### config.mk
export PLATFORM = sky130hd
export DESIGN_NAME = deconvolver
export DESIGN_NICKNAME = d
export VERILOG_FILES = /design/src/rtl/deconvolver.sv
export SDC_FILE = /design/constraint.sdc
export NUM_CORES = 1
export LEC_CHECK = 0
export CORE_MARGIN = 5
export CORE_UTILIZATION = 65
export DETAILED_ROUTE_END_ITERATION = 8
export PLACE_DENSITY = 0.87
export REMOVE_ABC_BUFFERS = 1
export SLEW_MARGIN = 5
export SYNTH_ARGS = -nofsm -noshare
export SYNTH_HDL_FRONTEND = slang
export SYNTH_SLANG_ARGS = --single-unit
### constraint.sdc
create_clock -name clk -period 13.65 [get_ports clk]
set_input_delay 1.365 -clock clk [delete_from_list [all_inputs] [get_ports clk]]
set_output_delay 1.365 -clock clk [all_outputs]
set_load 0.01 [all_outputs]
### src/rtl/deconvolver.sv
// Streaming mod-16 deconvolver: loads an 8-tap kernel h, then recovers x[0..7]
// from y[0..14] by back-substitution and checks y[8..14] for consistency.
module deconvolver (
   input  logic       clk,
   input  logic       rst_n,
   input  logic       start,
   input  logic       in_valid,
   input  logic [3:0] in_data,
   output logic       in_ready,
   output logic       x_valid,
   output logic [3:0] x_data,
   output logic [2:0] x_idx,
   input  logic       x_ready,
   output logic       busy,
   output logic       done,
   output logic       err_h0,
   output logic       err_mismatch
);

   localparam int unsigned DW   = 4;
   localparam int unsigned NTAP = 8;
   localparam int unsigned IW   = 3;
   localparam int unsigned NW   = 4;
   localparam logic [NW-1:0] N_LAST = NW'(14);

   typedef enum logic [2:0] {IDLE, LOAD_H, RECV_Y, MAC, EMIT, CHECK, DONE} state_e;

   state_e          state_q, state_d;
   logic [DW-1:0]   h_q [NTAP];
   logic [DW-1:0]   h_d [NTAP];
   logic [DW-1:0]   x_q [NTAP];
   logic [DW-1:0]   x_d [NTAP];
   logic [DW-1:0]   acc_q, acc_d;
   logic [IW-1:0]   cnt_q, cnt_d;
   logic [NW-1:0]   n_q, n_d;
   logic [IW-1:0]   k_q, k_d;
   logic            in_ready_q, in_ready_d;
   logic            x_valid_q, x_valid_d;
   logic [DW-1:0]   x_data_q, x_data_d;
   logic [IW-1:0]   x_idx_q, x_idx_d;
   logic            busy_q, busy_d;
   logic            done_q, done_d;
   logic            err_h0_q, err_h0_d;
   logic            err_mm_q, err_mm_d;

   logic [IW-1:0]   xi;
   logic [DW-1:0]   term;
   logic [IW-1:0]   kmax;
   logic [IW-1:0]   kstart;
   logic            accept;

   // Multiplicative inverse of an odd nibble modulo 16.
   function automatic logic [DW-1:0] inv4(input logic [DW-1:0] v);
      case (v)
         4'd1:    inv4 = 4'd1;
         4'd3:    inv4 = 4'd11;
         4'd5:    inv4 = 4'd13;
         4'd7:    inv4 = 4'd7;
         4'd9:    inv4 = 4'd9;
         4'd11:   inv4 = 4'd3;
         4'd13:   inv4 = 4'd5;
         4'd15:   inv4 = 4'd15;
         default: inv4 = 4'd0;
      endcase
   endfunction

   // Current MAC term h[k]*x[n-k] and the tap range for sample n.
   assign xi     = IW'(n_q - {1'b0, k_q});
   assign term   = DW'(h_q[k_q] * x_q[xi]);
   assign kmax   = (n_q >= NW'(7)) ? IW'(7) : n_q[IW-1:0];
   assign kstart = (n_q <= NW'(8)) ? IW'(1) : IW'(n_q - NW'(7));
   assign accept = in_valid & in_ready_q;

   always_comb begin
      state_d  = state_q;
      h_d      = h_q;
      x_d      = x_q;
      acc_d    = acc_q;
      cnt_d    = cnt_q;
      n_d      = n_q;
      k_d      = k_q;
      x_data_d = x_data_q;
      x_idx_d  = x_idx_q;
      err_h0_d = err_h0_q;
      err_mm_d = err_mm_q;

      case (state_q)
         IDLE: begin
            if (start) begin
               state_d  = LOAD_H;
               err_h0_d = 1'b0;
               err_mm_d = 1'b0;
               cnt_d    = '0;
               n_d      = '0;
               acc_d    = '0;
            end
         end
         LOAD_H: begin
            if (accept) begin
               h_d[cnt_q] = in_data;
               if (cnt_q == '0) err_h0_d = ~in_data[0];
               if (cnt_q == IW'(NTAP-1)) state_d = RECV_Y;
               else                      cnt_d   = cnt_q + IW'(1);
            end
         end
         RECV_Y: begin
            if (accept) begin
               acc_d   = in_data;
               k_d     = kstart;
               state_d = MAC;
            end
         end
         MAC: begin
            if (n_q != '0) acc_d = acc_q - term;
            // n=0 has no terms: one idle MAC cycle, then emit.
            if (n_q == '0 || k_q == kmax) begin
               if (n_q <= NW'(7)) begin
                  state_d  = EMIT;
                  x_data_d = err_h0_q ? '0 : DW'(inv4(h_q[0]) * acc_d);
                  x_idx_d  = n_q[IW-1:0];
                  x_d[n_q[IW-1:0]] = x_data_d;
               end else begin
                  state_d = CHECK;
               end
            end else begin
               k_d = k_q + IW'(1);
            end
         end
         EMIT: begin
            if (x_ready) begin
               state_d = RECV_Y;
               n_d     = n_q + NW'(1);
            end
         end
         CHECK: begin
            if (acc_q != '0 && !err_h0_q) err_mm_d = 1'b1;
            if (n_q == N_LAST) begin
               state_d = DONE;
            end else begin
               state_d = RECV_Y;
               n_d     = n_q + NW'(1);
            end
         end
         DONE:    state_d = IDLE;
         default: state_d = IDLE;
      endcase

      in_ready_d = (state_d == LOAD_H) || (state_d == RECV_Y);
      x_valid_d  = (state_d == EMIT);
      busy_d     = (state_d != IDLE);
      done_d     = (state_d == DONE);
   end

   always_ff @(posedge clk or negedge rst_n) begin
      if (!rst_n) begin
         state_q    <= IDLE;
         h_q        <= '{default: '0};
         x_q        <= '{default: '0};
         acc_q      <= '0;
         cnt_q      <= '0;
         n_q        <= '0;
         k_q        <= '0;
         in_ready_q <= 1'b0;
         x_valid_q  <= 1'b0;
         x_data_q   <= '0;
         x_idx_q    <= '0;
         busy_q     <= 1'b0;
         done_q     <= 1'b0;
         err_h0_q   <= 1'b0;
         err_mm_q   <= 1'b0;
      end else begin
         state_q    <= state_d;
         h_q        <= h_d;
         x_q        <= x_d;
         acc_q      <= acc_d;
         cnt_q      <= cnt_d;
         n_q        <= n_d;
         k_q        <= k_d;
         in_ready_q <= in_ready_d;
         x_valid_q  <= x_valid_d;
         x_data_q   <= x_data_d;
         x_idx_q    <= x_idx_d;
         busy_q     <= busy_d;
         done_q     <= done_d;
         err_h0_q   <= err_h0_d;
         err_mm_q   <= err_mm_d;
      end
   end

   assign in_ready     = in_ready_q;
   assign x_valid      = x_valid_q;
   assign x_data       = x_data_q;
   assign x_idx        = x_idx_q;
   assign busy         = busy_q;
   assign done         = done_q;
   assign err_h0       = err_h0_q;
   assign err_mismatch = err_mm_q;

endmodule
# Yosys cells after proc, flatten, opt, wreduce, memory -nomap -nowiden

Memory sizes are Yosys's and may differ from the RTL's.
Index checks and enable logic that the tools add are counted.

Add/sub/neg operators: 6
Multipliers: 2
$lt $le $gt $ge: 9
Equality and inequality tests: 21
Multiplexer cells: 48
Bitwise logic cells: 6
Reduce and logical (&&, ||, !) cells: 25

Operator list:

| cell                                                      | count |
|---|---|
| bitwise mux 32 bit                                        | 2 |
| 2-to-1 mux 4 bit                                          | 16 |
| 2-to-1 mux 3 bit                                          | 14 |
| binary-select mux 4 bit (select 3 bit)                    | 2 |
| demux 4 bit (select 3 bit)                                | 2 |
| one-hot mux 4 bit (3 select lines)                        | 2 |
| != test 2 bit (second input constant)                     | 9 |
| one-hot mux 3 bit (6 select lines)                        | 1 |
| greater-or-equal comparator 4 bit (second input constant) | 4 |
| inverter 3 -> 4 bit                                       | 4 |
| equality test 3 bit (second input constant)               | 5 |
| one-hot mux 3 bit (2 select lines)                        | 2 |
| AND reduction 3 bit                                       | 4 |
| AND reduction 4 bit                                       | 3 |
| equality test 3 x 2 -> 1 bit (second input constant)      | 3 |
| nonzero test 3 bit                                        | 3 |
| < comparator 4 x 1 -> 1 bit (second input constant)       | 2 |
| multiplier 4 x 4 -> 4 bit                                 | 2 |
| nonzero test 4 bit                                        | 2 |
| adder 3 x 1 -> 3 bit (second input constant)              | 2 |
| equality test 3 x 1 -> 1 bit (second input constant)      | 2 |
| logical NOT 3 bit                                         | 2 |
| nonzero test 2 bit                                        | 3 |
| 2-to-1 mux 1 bit                                          | 5 |
| other kinds (17)                                          | 21 |

Register bits: 94
ROM bits: 64
Bits of input ports: 9
Output and inout port bits: 13
Word-level logic and storage cells: 147
Memories: 1

Memories:

| memory          | words | width | read ports | clocked after Yosys merged registers in | write ports | line | text |
|---|---|---|---|---|---|---|---|
| (no name shown) | 16    | 4     | 1          | 0                                       | 0           | 54   | `case (v)` |

# Logic depth before layout (Yosys ltp)

Depth after elaboration: 12
Gate-level depth with buffers: 25

# Worst setup path after synthesis

OpenSTA, ideal clock, no wires.

Path type: register to register
Start point: reg n_q[0]
End point: reg x_data_q[3] (netlist: x_data[3])
Setup time: 0.082 ns
Arrival time: 5.846 ns
Path slack: 7.722 ns
Cell stages (with the launch flop): 26
Path buffers: 3
Cells stage by stage: dfrtp_1 > clkbuf_1 > inv_1 > ha_1 > inv_1 > fa_1 > clkbuf_1 > mux4_2 > mux2i_2 > nor2_1 > ha_1 > inv_1 > fa_1 > fa_1 > xor2_1 > mux2_2 > and2_1 > ha_1 > ha_1 > ha_1 > xnor2_1 > xnor2_1 > xnor2_1 > a211o_1 > buf_2 > a31oi_1

Word-level cells in the longest chain between the ends: 11

RTL lines:

| what                                                 | line | text |
|---|---|---|
| start, declared                                      | 35   | `logic [NW-1:0] n_q, n_d;` |
| start signal, assigned                               | 177  | `n_q <= n_d;` |
| subtractor 3 bit                                     | 68   | `assign xi = IW'(n_q - {1'b0, k_q});` |
| inverter 3 -> 4 bit (not written as such)            | 69   | `assign term = DW'(h_q[k_q] * x_q[xi]);` |
| binary-select mux 4 bit (select 3 bit)               | 69   |  |
| 2-to-1 mux 4 bit (not written as such) (2 in series) | 69   |  |
| multiplier 4 x 4 -> 4 bit                            | 69   |  |
| subtractor 4 bit                                     | 114  | `if (n_q != '0) acc_d = acc_q - term;` |
| 2-to-1 mux 4 bit                                     | 114  |  |
| 2-to-1 mux 4 bit                                     | 87   | `case (state_q)` |
| multiplier 4 x 4 -> 4 bit                            | 119  | `x_data_d = err_h0_q ? '0 : DW'(inv4(h_q[0]) * acc_d);` |
| 2-to-1 mux 4 bit                                     | 119  |  |
| end signal, assigned                                 | 181  | `x_data_q <= x_data_d;` |
| end, declared                                        | 39   | `logic [DW-1:0] x_data_q, x_data_d;` |

Parallel ways exist; a longest one is shown, timed or not. The select of a mux whose other input is x is not followed.
A chain may end at the register's enable or synchronous reset.

# Final worst setup path

Start point: reg k_q[0]
End point: reg x_q[11] (netlist bit)

Word-level cells in the longest chain between the ends: 12

RTL lines:

| what                                                 | line | text |
|---|---|---|
| start, declared                                      | 36   | `logic [IW-1:0] k_q, k_d;` |
| start signal, assigned                               | 178  | `k_q <= k_d;` |
| subtractor 3 bit                                     | 68   |  |
| inverter 3 -> 4 bit (not written as such)            | 69   |  |
| binary-select mux 4 bit (select 3 bit)               | 69   |  |
| 2-to-1 mux 4 bit (not written as such) (2 in series) | 69   |  |
| multiplier 4 x 4 -> 4 bit                            | 69   |  |
| subtractor 4 bit                                     | 114  |  |
| 2-to-1 mux 4 bit                                     | 114  |  |
| 2-to-1 mux 4 bit                                     | 87   |  |
| multiplier 4 x 4 -> 4 bit                            | 119  |  |
| 2-to-1 mux 4 bit                                     | 119  |  |
| bitwise mux 32 bit                                   | 121  | `x_d[n_q[IW-1:0]] = x_data_d;` |
| end signal, assigned                                 | 158  | `x_q <= '{default: '0};` |
| end signal, assigned                                 | 174  | `x_q <= x_d;` |
| end, declared                                        | 31   | `logic [DW-1:0] x_q [NTAP];` |

Parallel ways exist; a longest one is shown, timed or not. The select of a mux whose other input is x is not followed.

==> impl_metrics.py <==
metrics = {
    "critical_path": {
        "critPathKind": "register to register",
        "crit_path_end_kind": "register",
        "crit_cells": 21,
        "cp-endpoint": "x_q[11]",
        "reg2regPathDepth": 21,
        "crit_chain": "ha_1 -> inv_1 -> fa_1 -> mux4_2 -> mux2i_1 -> nor2_1 -> ha_1 -> fa_1 -> inv_1 -> ha_1 -> xor2_1 -> mux2_2 -> and2_1 -> ha_1 -> ha_1 -> ha_1 -> xnor2_1 -> xnor2_1 -> xnor2_1 -> a211o_1 -> a31oi_1",
        "worstReg2RegStart": "k_q[0]",
        "slowest_stage": "dfrtp_1",
        "start_kind": "register",
        "crit_buf_inv": 2,
        "critical_path.max_stage_delay_ns": 0.84,
        "path_delay_family": "adder cells",
        "crit_top_cell": "ha_1",
        "r2r_end": "x_q[11]",
        "critPathMaxFanout": 15,
        "worstPathRequired_ns": 13.94,
        "arrival_ns": 6.80,
        "ff2ff_setup_slack_ns": 7.14,
        "crit_path_start": "k_q[0]",
    },
    "global_route": {
        "grt_max_degree": 50,
        "antenna_found_initial": 0,
        "grt_overflow_total": 0,
        "grt_pass1_wl_um": 18700,
        "track_usage_pct": 23.91,
        "grt_pass1_vias": 3658,
    },
    "logic_synthesis": {
        "postSynthCellCount": 455,
        "synth.cell_area_mm2": 0.005291,
        "synth_top_area_share_pct": 44.45,
        "yosysWarnings": 0,
        "synth_common_cells": "94 x dfrtp_1, 58 x mux2_2, 38 x nand2_1",
        "synth_cell_type_count": 57,
        "synthTopCellsByArea": "dfrtp_1 44%, mux2_2 12%, mux4_2 6.8%",
        "yosysMostFrequentCell": "dfrtp_1",
        "synth_top_area_cell": "dfrtp_1",
        "async_reset_ff_share_pct": 100.0,
        "synth.ff_latch_count": 94,
        "synth_edf_count": 0,
        "synthFlopType": "dfrtp_1",
        "ys_seq_area_share_pct": 44.45,
        "avgSynthCellArea_um2": 11.63,
    },
    "clock_network": {
        "clock_sinks": 94,
        "htree_levels": 3,
        "cts_setup_buffers": 0,
        "insertion_delay_ns": 0.38,
        "clockRootBuffer": "clkbuf_8",
        "post_cts_resized": 0,
        "hold_buffers": 0,
        "numCtsBuffers": 9,
        "cts_tree": "yes",
        "cts.path.max_buffers": 2,
        "clk_pin_slew_ns": 0.10,
    },
    "drt": {
        "drc": 0,
        "antenna_left": 0,
        "viasPerCell": 6.403,
        "vias": 3701,
        "wirelength_um": 11270,
        "wl_per_cell_um": 19.51,
        "drtIter0Drc": 350,
        "first_pass_iters": 6,
    },
    "sta": {
        "skew_ns": 0.01538,
        "setup_slack_ns": 7.138,
        "hold_viol": 0,
        "rsz0062_at_grt": "no",
        "finalSetupViolCount": 0,
        "whs_ns": 0.4910,
        "max_slew_margin_pct": 42.34,
        "maxSlewViolCount": 0,
        "setup-tns-final_ns": 0,
        "worst_slew_pin_slew_ns": 0.8583,
        "fmax_mhz": 153.6,
        "period_share_pct": 47.70,
        "period_minus_slack_ns": 6.512,
    },
    "worst_hold_path": {
        "hp-class": "register to register",
    },
    "finish": {
        "fillers": 563,
        "fin_cells": 578,
        "drive_gt1_share_pct": 22.20,
        "multi_input_area_mm2": 0.002795,
        "n_antenna_cell": 0,
        "area_growth_pct": 8.654,
        "nets": 500,
        "final_cell_area_mm2": 0.005749,
        "utilization_pct": 71.04,
        "seqCellArea_mm2": 0.002352,
    },
    "floorplan": {
        "core_area_mm2": 0.008093,
        "chipWidth_um": 100.2,
        "die_h_um": 100.2,
        "dieArea_mm2": 0.01005,
        "start_util_pct": 65.38,
        "ios": 22,
        "num_rows": 33,
    },
    "power_and_ir_drop": {
        "p_leak_nw": 2.611,
        "ir_worst_vdd_v": 0.0001093,
        "power.density_mw_per_mm2": 173.2,
        "power_mw": 0.9956,
    },
    "run_status": {
        "status": "completed",
    },
    "placement": {
        "io_buffers": 21,
        "dp_slack_ns": 7.133,
        "place.gp.congestion": 0.9491,
        "post_dp_cell_area_mm2": 0.005547,
        "dp_hpwl_um": 8211,
        "placed_cells": 562,
    },
    "flow_run": {
        "maxCapViolations": 0,
    },
}
[power by group]
group	internal (mW)	switching, mW
clock	0.0725	0.113
combinational	0.195	0.184
sequential	0.350	0.0818
[worst min path at each step]
stage / from / end / slack [ns] / cells past startpoint
3_3_place_gp: x_data[0] / x_data[0] / 0.46 / 2
4_1_cts: x_data[0] / x_data[0] / 0.49 / 2
3_5_place_dp: x_data[0] / x_data[0] / 0.47 / 2
2_1_floorplan: h_q[0] / h_q[0] / 0.47 / 1
5_1_grt: x_data[0] / x_data[0] / 0.52 / 2
6_report: x_data[0] / x_data[0] / 0.49 / 2
[final cells by class]
cell class                 count  area share (%)
clock buffer                   9           2.155
clock inverter                 7           1.371
inverter                      14          0.9140
multi-input combinational    327           48.62
sequential                    94           40.91
tap                          105           2.285
timing repair buffer          22           3.743
[registers in the layout, summed over array words and instances (netlist names)]
| register | cells |
|---|---|
| n_q | 4 |
| done | 1 |
| k_q | 3 |
| x_idx | 3 |
| busy | 1 |
| state_q | 3 |
| err_h0 | 1 |
| x_data | 4 |
| cnt_q | 3 |
| x_q | 32 |
| in_ready | 1 |
| acc_q | 4 |
| x_valid | 1 |
| h_q | 32 |
| err_mismatch | 1 |
[routing by layer]
layer / share of wire (%) / GRT usage (%)
met1: 43 / 32.21
met2: 49 / 39.25
met3: 5.4 / 4.448
met4: 2.5 / 8.187
met5: 0 / 0
[worst reg2reg max path, cell delays in order, from the launching register on]
cell and delay (ns):
dfrtp_1 0.84, ha_1 0.27, inv_1 0.05, fa_1 0.74, mux4_2 0.38, mux2i_1 0.29, nor2_1 0.08, ha_1 0.34
fa_1 0.54, inv_1 0.04, ha_1 0.31, xor2_1 0.20, mux2_2 0.31, and2_1 0.17, ha_1 0.29, ha_1 0.30
ha_1 0.21, xnor2_1 0.16, xnor2_1 0.15, xnor2_1 0.13, a211o_1 0.42, a31oi_1 0.23
[cell families (layout without fill, tap and decap cells)]
kind of cell	count (synthesis)	count (layout)	share of synthesized area, %
AO/OA/AOI/OAI	67	67	8.182
multiplexers	87	87	21.68
adder cells (fa/ha/maj)	23	23	6.006
flip-flops	94	94	44.46
AND/OR/NAND/NOR	130	130	12.53
buffers and inverters	34	52	2.719
XOR/XNOR	20	20	4.422
[cells in the final DEF (no fill, tap or decap), types with 4 or more instances in the layout]
| cell | n |
|---|---|
| a21oi_1 | 11 |
| nor2_1 | 35 |
| fa_1 | 4 |
| mux4_2 | 16 |
| nor2b_1 | 6 |
| nor3_1 | 11 |
| nor4_2 | 4 |
| and2_1 | 4 |
| nand3_1 | 6 |
| nor3b_1 | 5 |
| o21ai_0 | 21 |
| nand2b_1 | 5 |
| ha_1 | 19 |
| a31oi_1 | 13 |
| dfrtp_1 | 94 |
| xnor2_1 | 9 |
| mux2i_1 | 12 |
| clkdlybuf4s50_1 | 20 |
| nand2_1 | 38 |
| inv_1 | 14 |
| xor2_1 | 7 |
| clkbuf_8 | 9 |
| mux2_2 | 58 |
(Power assumes the default switching activity.)
==> RTL change 1, RTL diff (same flow settings) <==
Put one more register stage on the output `err_mismatch`. The value now appears one clock later. The other outputs are not delayed to match.
--- a/src/rtl/deconvolver.sv
+++ b/src/rtl/deconvolver.sv
@@ -194,6 +194,8 @@
    assign busy         = busy_q;
    assign done         = done_q;
    assign err_h0       = err_h0_q;
-   assign err_mismatch = err_mm_q;
+   always_ff @(posedge clk) begin
+      err_mismatch <= err_mm_q;
+   end
 
 endmodule
Check against the original RTL: no difference found for any inputs over 10 cycles, from zero or initial values and one cycle with rst_n low; that may be too few to reach the edited logic, so the function may still have changed.
==> RTL change 1 against the unedited design <==
Power fell by 0.70%; synthesized area up 0.38%; clock power fell by 5%; setup slack worse by 0.081 ns; first-iteration DRC count decreased by 18%; count of clock-buffer cells in the layout unchanged; non-clock buffer count unchanged; design area barely moved; final cell count rose by 0.17%; sequential cell count increased by 1; wire length decreased by 2.5%; die area rose by 0.34%; critical path depth unchanged.
==> RTL change 1: results (changes against the unedited design) <==
Switching share of power: 37.5% (was 38.0%)
Largest net degree at the start of global routing: 51 (was 50)
GRT Total Usage: 23.9% (about the same)
Synth Area in Compound Gates: 8.15% (was 8.18%)
Vias: 3,696 (was 3,701)
Worst Path Arrival: 6.87 ns (was 6.80 ns)
Status: finished, final reports clean (unchanged)
Multiplexer share of the synthesized area: 21.6% (was 21.7%)
Fin cells: 579 (was 578)
Relative slew slack: 42.4% (was 42.3%)
First-pass GRT wire length: 18.8 mm (was 18.7 mm)
Worst vdd ir: 0.115 mV (was 0.109 mV)
Avg WL per Cell: 19.0 um (was 19.5 um)
Antenna Cells: 0 (unchanged)
Area contributors post-synth: dfrtp_1 44%, mux2_2 12%, mux4_2 6.8% (unchanged)
RePlAce Congestion: 0.922 (was 0.949)
Starting DRT DRC Count: 287 (was 350)
Cell variety after synth: 58 (was 57)
Layout cell share with drive strength beyond 1: 22.2% (about the same)
CTS root buffer: clkbuf_8 (unchanged)
Post_cts resized: 0 (unchanged)
PortBufs: 21 (unchanged)
Post-CTS Setup Bufs: 0 (unchanged)
Post-Synth XOR/XNOR Area: 4.41% (was 4.42%)
DRT Pass-1 Iters: 5 (was 6)
Nets@finish: 501 (was 500)
Register area share after synthesis: 44.7% (was 44.5%)
Vias in the first global route: 3,752 (was 3,658)
Static leakage: 2.61 nW (about the same)
Placed Cells: 563 (was 562)
Synth Instances: 456 (was 455)
Hpwl dp: 8.15 mm (was 8.21 mm)
Asr flop ratio synth: 98.9% (was 100%)
H-tree depth: 3 (unchanged)
Adder-cell area share of the yosys netlist: 5.98% (was 6.01%)
Hold wc startpoint: err_mm_q$_DFFE_PN0P_ (was x_data[0]$_DFFE_PN0P_)
Registers with the most flip-flops: h_q: 32 flops, x_q: 32 flops (unchanged)
Max Clock Skew: 0.0217 ns (was 0.0154 ns)
-- RTL change 1: routing by layer --
layer / vias to the layer above / global-route usage (%) / part of all wire (%)
met5: - / 0 / 0
met3: 26 / 5.00 / 5.9
met1: 1856 / 32.5 / 43
li1: 1678 / - / -
met2: 136 / 38.2 / 50
met4: 0 / 8.91 / 1.8
-- RTL change 1: area by class of cell --
cell class	instances	area (um2)
timing repair buffer	22	215
multi-input combinational	327	2800
tap	105	131
fill	578	2340
clock buffer	9	124
clock inverter	7	60.1
sequential	95	2370
inverter	14	52.6
-- RTL change 1: worst reg2reg max path: cells and delay by family, from the launching register on --
kind,cells,cell delay [ns]
multiplexers,3,1.01
AND/OR/NAND/NOR,2,0.27
XOR/XNOR,4,0.62
buffers and inverters,2,0.10
adder cells (fa/ha/maj),8,3.03
flip-flops,1,0.83
AO/OA/AOI/OAI,2,0.64
-- RTL change 1: worst paths after layout --
path,slack (ns),end,cells after the start
setup / recovery,7.06,x_q[19]$_DFFE_PN0P_,21
hold / removal,0.38,err_mismatch$_DFF_P_,0
setup reg to reg,7.06,x_q[19]$_DFFE_PN0P_,21
hold reg to reg,0.38,err_mismatch$_DFF_P_,0
max in group asynchronous,11.66,h_q[30]$_DFFE_PN0P_,2
min in group asynchronous,0.97,n_q[1]$_DFFE_PN0P_,1
-- RTL change 1: kinds of logic after synthesis --
group / Yosys count
xor+xnor: 20
buf+inv: 34
fa+ha+maj: 23
simple gates: 130
mux: 87
flops: 95
compound gates: 67
-- RTL change 1: power groups by stage --
| stage | registers, mW | logic, mW | clock network, mW |
|---|---|---|---|
| 3_3_place_gp | 0.435 | 0.360 | 0 |
| 3_5_place_dp | 0.441 | 0.375 | 0 |
| 4_1_cts | 0.435 | 0.375 | 0.181 |
| 2_1_floorplan | 0.421 | 0.276 | 0 |
| 5_1_grt | 0.448 | 0.413 | 0.195 |
| 6_report | 0.437 | 0.376 | 0.176 |
-- RTL change 1: metrics by stage --
step	cell area, um2	hold WS, ns	worst slack [ns]	util [%]
2_1_floorplan	5220	0.347	7.82	-
3_3_place_gp	5570	0.355	7.41	68.8
3_5_place_dp	5570	0.363	7.13	68.8
4_1_cts	5750	0.385	7.09	71.1
5_1_grt	5750	0.406	6.68	71.1
6_report	5750	0.382	7.06	71.1
==> RTL change 2, RTL diff (same flow settings) <==
Without the edit above. Set the localparam `NTAP` to 4 (it was 8).
--- a/src/rtl/deconvolver.sv
+++ b/src/rtl/deconvolver.sv
@@ -18,7 +18,7 @@
 );
 
    localparam int unsigned DW   = 4;
-   localparam int unsigned NTAP = 8;
+   localparam int unsigned NTAP = 4;
    localparam int unsigned IW   = 3;
    localparam int unsigned NW   = 4;
    localparam logic [NW-1:0] N_LAST = NW'(14);
Formal check against the unedited RTL: not equivalent (a bounded check fails within 10 cycles, from zero or initial values and one cycle with rst_n low).
==> RTL change 2 against the unedited design <==
Setup slack improved by 0.17 ns; wire length is 21% lower; final cell count fell by 15%; sequential cell count down 32; design area is 23% lower; synthesized area shrank 25%; largest power group is now combinational logic; synthesized cell count is 14% lower; power shrank 8.8%; via count is 15% lower; highest routed layer unchanged; critical path type unchanged.
==> RTL change 2: results (changes against the unedited design) <==
Hold wc startpoint: x_data[1]$_DFFE_PN0P_ (was x_data[0]$_DFFE_PN0P_)
Met2 wire length: 4.41 mm (was 5.54 mm)
Placed Cells: 475 (was 562)
Worst vdd ir: 0.152 mV (was 0.109 mV)
Worst Max-Slew Pin Slew: 0.935 ns (was 0.858 ns)
Clk_lat worst skew: 0.35 ns (was 0.38 ns)
M3 GR Usage: 5.93% (was 4.45%)
Layout cell share with drive strength beyond 1: 11.8% (was 22.2%)
Sequential cell count: 62 (was 94)
Registers with the most flip-flops: h_q: 16 flops, x_q: 16 flops (was h_q: 32 flops, x_q: 32 flops)
Util after Layout: 74.9% (was 71.0%)
Largest net degree at the start of global routing: 63 (was 50)
Area contributors post-synth: dfrtp_1 39%, ha_1 7.9%, mux2_2 6.5% (was dfrtp_1 44%, mux2_2 12%, mux4_2 6.8%)
Worst Path Arrival: 6.57 ns (was 6.80 ns)
First-pass GRT wire length: 14.8 mm (was 18.7 mm)
Worst hold endpoint: x_data[1]$_DFFE_PN0P_ (was x_data[0]$_DFFE_PN0P_)
Met2 usage in global routing: 42.2% (was 39.2%)
Nets@finish: 448 (was 500)
Static leakage: 2.03 nW (was 2.61 nW)
Fillers: 372 (was 563)
Vias in the first global route: 3,092 (was 3,658)
Routed WL: 8.87 mm (was 11.3 mm)
Vias per Instance: 6.38 (was 6.40)
Synth Instances: 393 (was 455)
FF/Latch Area: 0.00155 mm2 (was 0.00235 mm2)
Vias: 3,128 (was 3,701)
Cell variety after synth: 50 (was 57)
Pre-CTS setup slack: 7.44 ns (was 7.13 ns)
Synth cell count leaders: 62 x dfrtp_1, 46 x nand2_1, 32 x o21ai_0 (was 94 x dfrtp_1, 58 x mux2_2, 38 x nand2_1)
Invs w/o clock: 22 (was 14)
Register-to-Register Path Depth: 22 (was 21)
Status: finished, final reports clean (unchanged)
Internal: 0.552 mW (was 0.617 mW)
Worst setup margin: 7.31 ns (was 7.14 ns)
Met1 Track Usage GR: 31.5% (was 32.2%)
Critical Path Max Stage Delay: 0.65 ns (was 0.84 ns)
CP max stage cell: mux4_1 (was dfrtp_1)
Die area: 0.00775 mm2 (was 0.0100 mm2)
Clk cell area share: 5.33% (was 3.53%)
Post-DP Area: 0.00420 mm2 (was 0.00555 mm2)
Crit Path Max Fanout: 9 (was 15)
Register area share after synthesis: 39.2% (was 44.5%)
Reg2reg start: n_q[0]$_DFFE_PN0P_ (was k_q[0]$_DFFE_PN0P_)
[RTL change 2: cell types whose count changed in the layout (fill, tap and decap cells not counted), sizes merged, moves of 8 or more]
cell | before | now
mux4 | 16 | 6
mux2 | 58 | 23
a31oi | 13 | 3
dfrtp | 94 | 62
nand2 | 38 | 46
o21ai | 22 | 32
nor2 | 35 | 16
[RTL change 2: power groups by stage]
stage	clock (mW)	combinational [mW]	sequential [mW]
after CTS	0.195	0.401	0.309
after global routing	0.204	0.445	0.319
after floorplan	0	0.288	0.295
after detailed placement	0	0.395	0.312
after global placement	0	0.381	0.308
final	0.194	0.403	0.311
[RTL change 2: logic make-up after synthesis]
group                      after synthesis  share of synthesized area [%]
adders and majority gates               28                           9.42
AOI/OAI and AO/OA                       81                           12.8
muxes                                   41                           13.9
DFF                                     62                           39.2
xor gates and xnor gates                19                           5.31
and+or+nand+nor                        125                           15.6
buffers and inverters                   37                           3.73
